==> config.mk <==
export PLATFORM = sky130hd
export DESIGN_NAME = divu_iter
export DESIGN_NICKNAME = d
export VERILOG_FILES = /design/src/rtl/divu_iter.sv
export SDC_FILE = /design/constraint.sdc
export NUM_CORES = 1
export LEC_CHECK = 0
export BUFFER_PORTS_ARGS = -buffer_cell sky130_fd_sc_hd__buf_2
export CORE_MARGIN = 10
export CORE_UTILIZATION = 40
export DETAILED_ROUTE_END_ITERATION = 10
export GPL_ROUTABILITY_DRIVEN = 1
export PLACE_DENSITY = 0.64
export SLEW_MARGIN = 0
export SYNTH_ARGS = -nofsm -noshare
export SYNTH_HDL_FRONTEND = slang
export SYNTH_SLANG_ARGS = --single-unit
==> constraint.sdc <==
create_clock -name clk -period 2.6 [get_ports clk]
set_input_delay 0.26 -clock clk [delete_from_list [all_inputs] [get_ports clk]]
set_output_delay 0.26 -clock clk [all_outputs]
set_load 0.005 [all_outputs]
==> src/rtl/divu_iter.sv <==
// Iterative restoring divider: one quotient bit per clock, start/busy/done handshake.
// Optional signed mode (MIPS DIV semantics) is enabled by defining DIVU_SIGNED_EN.
module divu_iter #(
    parameter int WIDTH = 32,
    parameter int CNT_W = $clog2(WIDTH) + 1
) (
    input  logic             clk,
    input  logic             reset,
    input  logic             start,
    input  logic [WIDTH-1:0] dividend,
    input  logic [WIDTH-1:0] divisor,
`ifdef DIVU_SIGNED_EN
    input  logic             sign,
`endif
    output logic             busy,
    output logic             done,
    output logic [WIDTH-1:0] quotient,
    output logic [WIDTH-1:0] remainder,
    output logic             div_by_zero
);

    typedef enum logic [1:0] {
        S_IDLE,
        S_RUN,
        S_DONE
    } state_t;

    state_t           r_state;
    logic [WIDTH-1:0] r_rem;
    logic [WIDTH-1:0] r_quo;
    logic [WIDTH-1:0] r_div;
    logic [CNT_W-1:0] r_cnt;
    logic             r_neg_q;
    logic             r_neg_r;

    logic             w_sign;
    logic             w_a_neg;
    logic             w_b_neg;
    logic [WIDTH-1:0] w_a_mag;
    logic [WIDTH-1:0] w_b_mag;
    logic [WIDTH:0]   w_rem_sh;
    logic [WIDTH:0]   w_trial;
    logic             w_q_bit;
    logic [WIDTH-1:0] w_rem_nx;
    logic [WIDTH-1:0] w_quo_nx;
    logic [WIDTH-1:0] w_q_fin;
    logic [WIDTH-1:0] w_r_fin;
    logic             w_last;

`ifdef DIVU_SIGNED_EN
    assign w_sign = sign;
`else
    assign w_sign = 1'b0;
`endif

    // Operands are held as magnitudes; sign fix-up is applied on the final iteration.
    assign w_a_neg = w_sign & dividend[WIDTH-1];
    assign w_b_neg = w_sign & divisor[WIDTH-1];
    assign w_a_mag = w_a_neg ? -dividend : dividend;
    assign w_b_mag = w_b_neg ? -divisor : divisor;

    // r_quo starts as the dividend; its MSB feeds the partial remainder each step.
    assign w_rem_sh = {r_rem, r_quo[WIDTH-1]};
    assign w_trial  = w_rem_sh - {1'b0, r_div};
    assign w_q_bit  = ~w_trial[WIDTH];
    assign w_rem_nx = w_q_bit ? w_trial[WIDTH-1:0] : w_rem_sh[WIDTH-1:0];
    assign w_quo_nx = {r_quo[WIDTH-2:0], w_q_bit};
    assign w_q_fin  = r_neg_q ? -w_quo_nx : w_quo_nx;
    assign w_r_fin  = r_neg_r ? -w_rem_nx : w_rem_nx;
    assign w_last   = (r_cnt == CNT_W'(WIDTH - 1));

    always_ff @(posedge clk) begin
        if (reset) begin
            r_state     <= S_IDLE;
            r_rem       <= '0;
            r_quo       <= '0;
            r_div       <= '0;
            r_cnt       <= '0;
            r_neg_q     <= 1'b0;
            r_neg_r     <= 1'b0;
            busy        <= 1'b0;
            done        <= 1'b0;
            quotient    <= '0;
            remainder   <= '0;
            div_by_zero <= 1'b0;
        end else begin
            case (r_state)
                S_IDLE, S_DONE: begin
                    done <= 1'b0;
                    if (start) begin
                        r_state     <= S_RUN;
                        r_quo       <= w_a_mag;
                        r_div       <= w_b_mag;
                        r_rem       <= '0;
                        r_cnt       <= '0;
                        // A zero divisor keeps the raw all-ones quotient regardless of signs.
                        r_neg_q     <= (w_a_neg ^ w_b_neg) & (divisor != '0);
                        r_neg_r     <= w_a_neg;
                        busy        <= 1'b1;
                        div_by_zero <= 1'b0;
                    end else begin
                        r_state <= S_IDLE;
                    end
                end
                S_RUN: begin
                    r_rem <= w_rem_nx;
                    r_quo <= w_quo_nx;
                    r_cnt <= r_cnt + 1'b1;
                    if (w_last) begin
                        r_state     <= S_DONE;
                        busy        <= 1'b0;
                        done        <= 1'b1;
                        quotient    <= w_q_fin;
                        remainder   <= w_r_fin;
                        div_by_zero <= (r_div == '0);
                    end
                end
                default: begin
                    r_state <= S_IDLE;
                    busy    <= 1'b0;
                    done    <= 1'b0;
                end
            endcase
        end
    end

endmodule
### Word level (Yosys, flattened, before mapping)

Cells that the tools add are included.

* input port bits: 67
* flip-flop bits (word level): 171
* output and inout port bits: 67
* logic and storage cells: 45

* mux-type cells: 16
* reductions and logical operators: 10
* add/sub/neg operators: 2
* bitwise gates (word level): 2
* equal/unequal tests: 5

Operators with widths (number)
* 32-bit one-hot mux with 2 select lines: 2
* 32-bit two-way mux: 3
* 33-bit by 32-bit subtractor with 33-bit output: 1
* 32-bit zero test: 1
* 6-bit one-hot mux with 2 select lines: 1
* 2-bit AND reduction: 4
* 6-bit by 1-bit adder with 6-bit output (second input constant): 1
* 6-bit by 5-bit equality test with 1-bit output (second input constant): 1
* 6-bit two-way mux: 1
* 1-bit two-way mux: 5
* 2-bit inequality test (second input constant): 2
* 1-bit one-hot mux with 2 select lines: 2
* 2-bit one-hot mux with 2 select lines: 1
* 2-bit OR reduction: 2
* 3-bit AND reduction: 1
* 2-bit by 1-bit equality test with 1-bit output (second input constant): 1
* 2-bit equality test (second input constant): 1
* 2-bit zero test: 1
* 2-bit two-way mux: 1
* 1-bit NOT: 2
* 2-bit nonzero test: 1

### Depth between registers and ports, before layout

Gate-level depths: netlist (run 1).

* word-level depth: 4
* depth in mapped cells: 15
* depth with buffers taken out: 13

### Least setup slack after synthesis (run 1)

Ideal clock, no wire load.

* path kind: register -> register
* from: register r_quo[31]
* to: register remainder[10]
* data required time: 2.463 ns
* slack: -0.317 ns
* arrival time: 2.780 ns
* period minus slack after synthesis: 2.917 ns
* setup time: 0.137 ns
* path buffers: 2
* cell stages (with the launch flop): 16
* path through: dfxtp_1 > inv_1 > ha_1 > inv_1 > fa_1 > a21oi_1 > nor3b_1 > o21ai_0 > nand4_1 > nand2_1 > mux2i_1 > and2_4 > buf_12 > buf_12 > mux2i_1 > a211oi_1

* longest elaborated chain between the ends: 2

RTL lines
* start: declaration: line 30 `logic [WIDTH-1:0] r_quo;`
* start signal: assignment: line 92 `r_quo <= w_a_mag;`
* start signal: assignment: line 107 `r_quo <= w_quo_nx;`
* 33-bit by 32-bit subtractor with 33-bit output: line 64 `assign w_trial = w_rem_sh - {1'b0, r_div};`
* 32-bit two-way mux: line 66 `assign w_rem_nx = w_q_bit ? w_trial[WIDTH-1:0] : w_rem_sh[WIDTH-1:0];`
* end signal: assignment: line 114 `remainder <= w_r_fin;`
* end: declaration: line 18 `output logic [WIDTH-1:0] remainder,`

Every way passes these cells.
A chain may end at the register's enable or synchronous reset.

### Worst setup path in the final report (run 1)

* from: register r_div[28]
* to: register remainder[19]

* longest elaborated chain between the ends: 2

RTL lines
* start: declaration: line 31 `logic [WIDTH-1:0] r_div;`
* start signal: assignment: line 93 `r_div <= w_b_mag;`
* 33-bit by 32-bit subtractor with 33-bit output: line 64
* 32-bit two-way mux: line 66

Every way passes these cells.

==> results_dict.tcl, run 1 <==
set metrics [dict create \
    outcome "finished, violations left" \
    violations "setup timing" \
    cp-end-kind "flop" \
    routed_via_density 5.28 \
    crit_type "reg2reg" \
    num_rows 52 \
    synthArstFlopShare_pct 0 \
    syn_area_per_cell_um2 7.95 \
    setup_slack_ns -0.284 \
    die_w_um 164 \
    cp_max_fo 8 \
    worstPathArrival_ns 3.17 \
    cts_max_path_buffers 2 \
    track_usage_pct 19.4 \
    synth-edff-count 0 \
    synth_top_area_share_pct 41.3 \
    h-tree-depth 4 \
    fin_crit_sh_pct 111 \
    leakage_nw 4.77 \
    yosys.area.top_type "dfxtp_1" \
    drtAntennaViolNets 0 \
    setup_violations 62 \
    vias 8361 \
    cp_slowest_stage_delay_ns 0.43 \
    syn2layout_area_growth_pct 41.1 \
    grt_pass1_vias 8191 \
    cts_num_sinks 171 \
    drt_iter0_markers 456 \
    crit_end "remainder[19]" \
    r2r_setup_slack_ns -0.28 \
    syn_area_um2 8280 \
    fmax_ghz 0.347 \
    fill_cells 1809 \
    r2r_cells 11 \
    final_max_slew_viol_count 0 \
    worst_hold_slack_ns 0.0491 \
    synth_cell_types 56 \
    ys_ff_latch 171 \
    startpoint "r_div[28]" \
    cts_buffers 17 \
    holdBufCountCts 0 \
    clock_latency_ns 0.44 \
    cts_root_buf "clkbuf_16" \
    max_cap_viol_count 0 \
    grt_max_degree 58 \
    post-route-min-period_ns 2.88 \
    setup_tns_ns -12.24 \
    critical_path_required_ns 2.89 \
    final_nets 1399 \
    core_area_um2 20300 \
    yosysSeqAreaShare_pct 41.3 \
    pin_count 134 \
    synth.area.top_cells "dfxtp_1, nand2_1, a21oi_1" \
    synthCells 1042 \
    synth_ff_type "dfxtp_1" \
    dp_hpwl_um 18900 \
    initial_core_util_pct 40.8 \
    timing.rr.start "r_div[28]" \
    startpoint_type "flop" \
    drive_above_1_share_pct 34.8 \
    port_buffers 133 \
    crit_slowest_cell "a311o_2" \
    postSynthNetCount 1143 \
    path_cells "inv_2 > ha_4 > a21o_1 > a31oi_2 > o21ai_1 > a311o_2 > a2111oi_4 > and2_4 > buf_12 > mux2i_4 > a211oi_1" \
    rsz0062_at_grt "true" \
    max-vdd-ir-drop_mv 0.466 \
    drtPass1Iterations 5 \
    relSlewSlack_pct 39.8 \
    tightest_slew_ns 0.902 \
    gp_congestion 0.924 \
    wl_per_cell_um 17.0 \
    p_per_area_nw_per_um2 622 \
    critical_path.reg2reg.endpoint "remainder[19]" \
    drc 0 \
    cts_tree "yes" \
    dieArea_um2 26900 \
    path_clk_slew_ns 0.07 \
    overflow 0 \
    grt_pass1_wl_um 42500 \
    antenna_found_initial 3 \
    yosysWarnings 0 \
    routed_wl_um 26900 \
    min_path_type "in2reg" \
    chipHeight_um 164 \
    final-hold-violation-count 0 \
    final.setup_skew_ns 0.0130 \
]
how the worst min path moves through the flow:
stage / slack [ns] / cells past startpoint / to / from
after floorplan: 0.39 / 2 / r_div[27] / divisor[27]
after global placement: 0.44 / 2 / quotient[5] / quotient[5]
after detailed placement: 0.44 / 2 / quotient[16] / quotient[16]
after CTS: 0.05 / 3 / r_div[10] / divisor[10]
after global routing: 0.06 / 3 / r_div[11] / divisor[11]
final: 0.05 / 3 / r_div[12] / divisor[12]
registers in the layout (all words and copies together) (netlist names):
register,flops
r_state,2
r_quo,32
r_cnt,6
busy,1
remainder,32
r_rem,32
r_div,32
done,1
div_by_zero,1
quotient,32
routing by layer:
layer,up-vias,share of wire (%),track usage [%]
met4,2,1.6,5.24
met3,34,6.4,4.76
met5,-,0.026,0
li1,4146,-,-
met1,3946,45,26.0
met2,233,47,30.6
stage by stage:
| stage | area (um^2) | worst slack [ns] | instances | utilization (%) | power [mW] |
|---|---|---|---|---|---|
| 5_1_grt | 11700 | -0.423 | 1581 | 57.6 | 7.58 |
| 6_report | 11700 | -0.284 | 1583 | 57.6 | 7.27 |
| 3_3_place_gp | 10200 | -0.244 | 1529 | 50.3 | 4.27 |
| 4_1_cts | 11300 | -0.207 | 1574 | 55.5 | 7.11 |
| 2_1_floorplan | 8340 | -0.151 | 1042 | - | 3.71 |
| 3_5_place_dp | 10200 | -0.310 | 1529 | 50.3 | 4.28 |
where the power goes:
group / switching (mW) / internal (mW) / total, mW
clock: 1.25 / 1.40 / 2.64
sequential: 0.0701 / 2.70 / 2.77
combinational: 0.960 / 0.891 / 1.85
repair_timing:
action                                  in CTS  in global routing
endpoints found under the setup margin      66                 66
hold endpoints to repair                     0                  0
gates cloned                                 1                  0
gates resized for setup                     85                 77
pin swaps                                   27                 27
setup buffers                               12                  7
worst max-delay path: cells and delay by family, from the launching register on:
kind / cells / cell delay (ns)
flip-flops: 1 / 0.34
AO/OA/AOI/OAI: 6 / 1.33
buffers and inverters: 2 / 0.25
adder cells (fa/ha/maj): 1 / 0.22
AND/OR/NAND/NOR: 1 / 0.34
multiplexers: 1 / 0.25
placed cells by master (no fill, tap or decap), types with 8 or more instances in the layout:
master	n
nand2_1	218
buf_4	161
dfxtp_1	156
buf_2	132
a21oi_1	127
nor2_1	63
o21ai_1	36
a22oi_1	33
inv_1	32
o21ai_0	20
mux2i_4	19
ha_1	19
a211oi_1	17
clkbuf_16	17
xnor2_1	16
dfxtp_2	15
nand3_1	14
a211oi_2	12
ha_4	11
a21o_1	10
o21a_1	10
a21oi_2	10
nand4_1	10
xor2_1	9
nor4_1	8
logic make-up after synthesis:
family	synth area share, %
AND/OR/NAND/NOR	19.3
AO/OA/AOI/OAI	22.7
flip-flops	41.3
buffers and inverters	5.41
adder cells (fa/ha/maj)	5.23
multiplexers	3.26
XOR/XNOR	2.75
final cells by class:
cell class | instances | area, um^2 | area share [%]
antenna | 2 | 5.00 | 0.0428
clock buffer | 17 | 425 | 3.64
clock inverter | 15 | 196 | 1.68
inverter | 38 | 143 | 1.22
multi-input combinational | 769 | 5130 | 43.9
sequential | 171 | 3440 | 29.4
tap | 270 | 338 | 2.89
timing repair buffer | 301 | 2010 | 17.2
cell usage after synthesis, drive strengths merged (3+ instances only):
library cell and n:
a22oi 33, a21o 10, o211ai 3, o21ai 61, a21oi 137, and2 8
nand3b 5, o21a 10, nand4 10, nand2 221, nor3 7, a211oi 29
mux2i 27, o221ai 3, or3 4, nor4 9, nor2b 6, dfxtp 171
a21boi 3, xor2 10, nand3 16, nand2b 8, ha 33, xnor2 16
a31oi 5, nor2 66, clkbuf 52, inv 38, and3 4, buf 12
o21bai 3
Power figures use the tool's default switching activity.
==> run 2: changes to the inputs <==
--- a/config.mk
+++ b/config.mk
@@ -11,6 +11,7 @@
 export DETAILED_ROUTE_END_ITERATION = 10
 export GPL_ROUTABILITY_DRIVEN = 1
 export PLACE_DENSITY = 0.64
+export SKIP_CTS_REPAIR_TIMING = 1
 export SLEW_MARGIN = 0
 export SYNTH_ARGS = -nofsm -noshare
 export SYNTH_HDL_FRONTEND = slang
==> results_dict.tcl, run 2 (synthesized netlist as in run 1, its figures left out) <==
set metrics [dict create \
    final_common_cell "nand2_1" \
    cts_num_sinks 171 \
    gp_congestion 0.924 \
    grt_max_degree 58 \
    startpoint_type "flop" \
    track_usage_pct 18.7 \
    post-route-min-period_ns 2.83 \
    fill_cells 1838 \
    rsz0062_at_grt "true" \
    antenna_found_initial 3 \
    min_path_type "in2reg" \
    final_nets 1386 \
    p_per_area_nw_per_um2 624 \
    path_clk_slew_ns 0.07 \
    cts_root_buf "clkbuf_16" \
    critical_path_required_ns 2.89 \
    leakage_nw 4.70 \
    cts_buffers 17 \
    grt_pass1_wl_um 40900 \
    pin_count 134 \
    routed_wl_um 26300 \
    crit_slowest_cell "fa_2" \
    busiest_layer "met2" \
    drive_above_1_share_pct 32.4 \
    instances_no_fill 1570 \
    cp_slowest_stage_delay_ns 0.39 \
    worstPathArrival_ns 3.13 \
    violations "setup timing" \
    relSlewSlack_pct 39.2 \
    cp-end-kind "flop" \
    num_rows 52 \
    met2_usage_pct 29.2 \
    chipHeight_um 164 \
    overflow 0 \
    dp_cells 1529 \
    final_core_util_pct 56.5 \
    drt_iter0_markers 504 \
    fmax_ghz 0.353 \
    dieArea_um2 26900 \
    outcome "finished, violations left" \
    r2r_setup_slack_ns -0.23 \
    syn2layout_area_growth_pct 38.5 \
    tightest_slew_ns 0.912 \
    worst_hold_slack_ns 0.0542 \
    setup_violations 62 \
    final_max_slew_viol_count 0 \
    setup_slack_ns -0.231 \
    cts_max_path_buffers 2 \
    dp_hpwl_um 18900 \
    most-common-layout-cells "nand2_1, dfxtp_1, buf_4, buf_2, a21oi_1" \
    routed_via_density 5.23 \
    grt_pass1_vias 7909 \
    max_cap_viol_count 0 \
    max-vdd-ir-drop_mv 0.455 \
    drc 0 \
    crit_type "reg2reg" \
    cts_tree "yes" \
    setup_tns_ns -10.03 \
    met1_usage_pct 25.5 \
    h-tree-depth 4 \
    vias 8215 \
    die_w_um 164 \
    fin_crit_sh_pct 109 \
    clock_latency_ns 0.44 \
    drtAntennaViolNets 0 \
    drtPass1Iterations 7 \
    final-hold-violation-count 0 \
    port_buffers 133 \
    core_area_um2 20300 \
    cp_max_fo 8 \
    initial_core_util_pct 40.8 \
    met3_usage_pct 4.58 \
    path_cells "inv_2 > ha_4 > inv_2 > fa_2 > a21oi_4 > nor3b_2 > o21ai_2 > nand4_1 > nand2_2 > mux2i_4 > and2_4 > clkbuf_16 > mux2i_4 > a211oi_2" \
    final.setup_skew_ns 0.0107 \
    wl_per_cell_um 16.8 \
]
-- run 2: path summary, 6_finish.rpt --
kind | start | to | cells past startpoint
worst max-delay path | r_quo[31] | remainder[4] | 14
worst min-delay path | divisor[6] | r_div[6] | 3
worst max register to register | r_quo[31] | remainder[4] | 14
worst min register to register | quotient[16] | quotient[16] | 2
-- run 2: power by group --
part,leakage [nW],internal [mW],switching (mW)
sequential,1.39,2.70,0.0687
combinational,3.01,0.833,0.906
clock,0.300,1.40,1.26
total,4.70,4.93,2.23
-- run 2: layer usage --
| metal | part of all wire [%] | wire length [um] |
|---|---|---|
| met1 | 46 | 12200 |
| met2 | 46 | 12200 |
| met3 | 6.1 | 1610 |
| met4 | 1.0 | 264 |
| met5 | 0.027 | 7 |
-- run 2: metrics by stage --
| stage | worst slack, ns | power [mW] | instance area, um^2 |
|---|---|---|---|
| after floorplan | -0.151 | 3.71 | 8340 |
| after global placement | -0.244 | 4.27 | 10200 |
| after detailed placement | -0.310 | 4.28 | 10200 |
| after CTS | -0.333 | 6.91 | 10800 |
| after global routing | -0.378 | 7.46 | 11500 |
| final | -0.231 | 7.16 | 11500 |
-- run 2: final cells by class --
type / count / area (um^2) / area share, %
clock buffers: 17 / 425 / 3.71
multi-input cells: 769 / 4990 / 43.5
inverters: 38 / 143 / 1.24
diodes: 2 / 5.00 / 0.0436
repair buffers: 288 / 1940 / 16.9
flip-flops and latches: 171 / 3440 / 30.0
well taps: 270 / 338 / 2.94
clock inverters: 15 / 196 / 1.71
-- run 2: critical path: cells and delay by family (launching register included) --
family,cells,cell delay [ns]
muxes,2,0.47
AOI/OAI and AO/OA,3,0.39
buffers and inverters,3,0.30
and+or+nand+nor,4,0.68
adders and majority gates,2,0.51
DFF,1,0.33
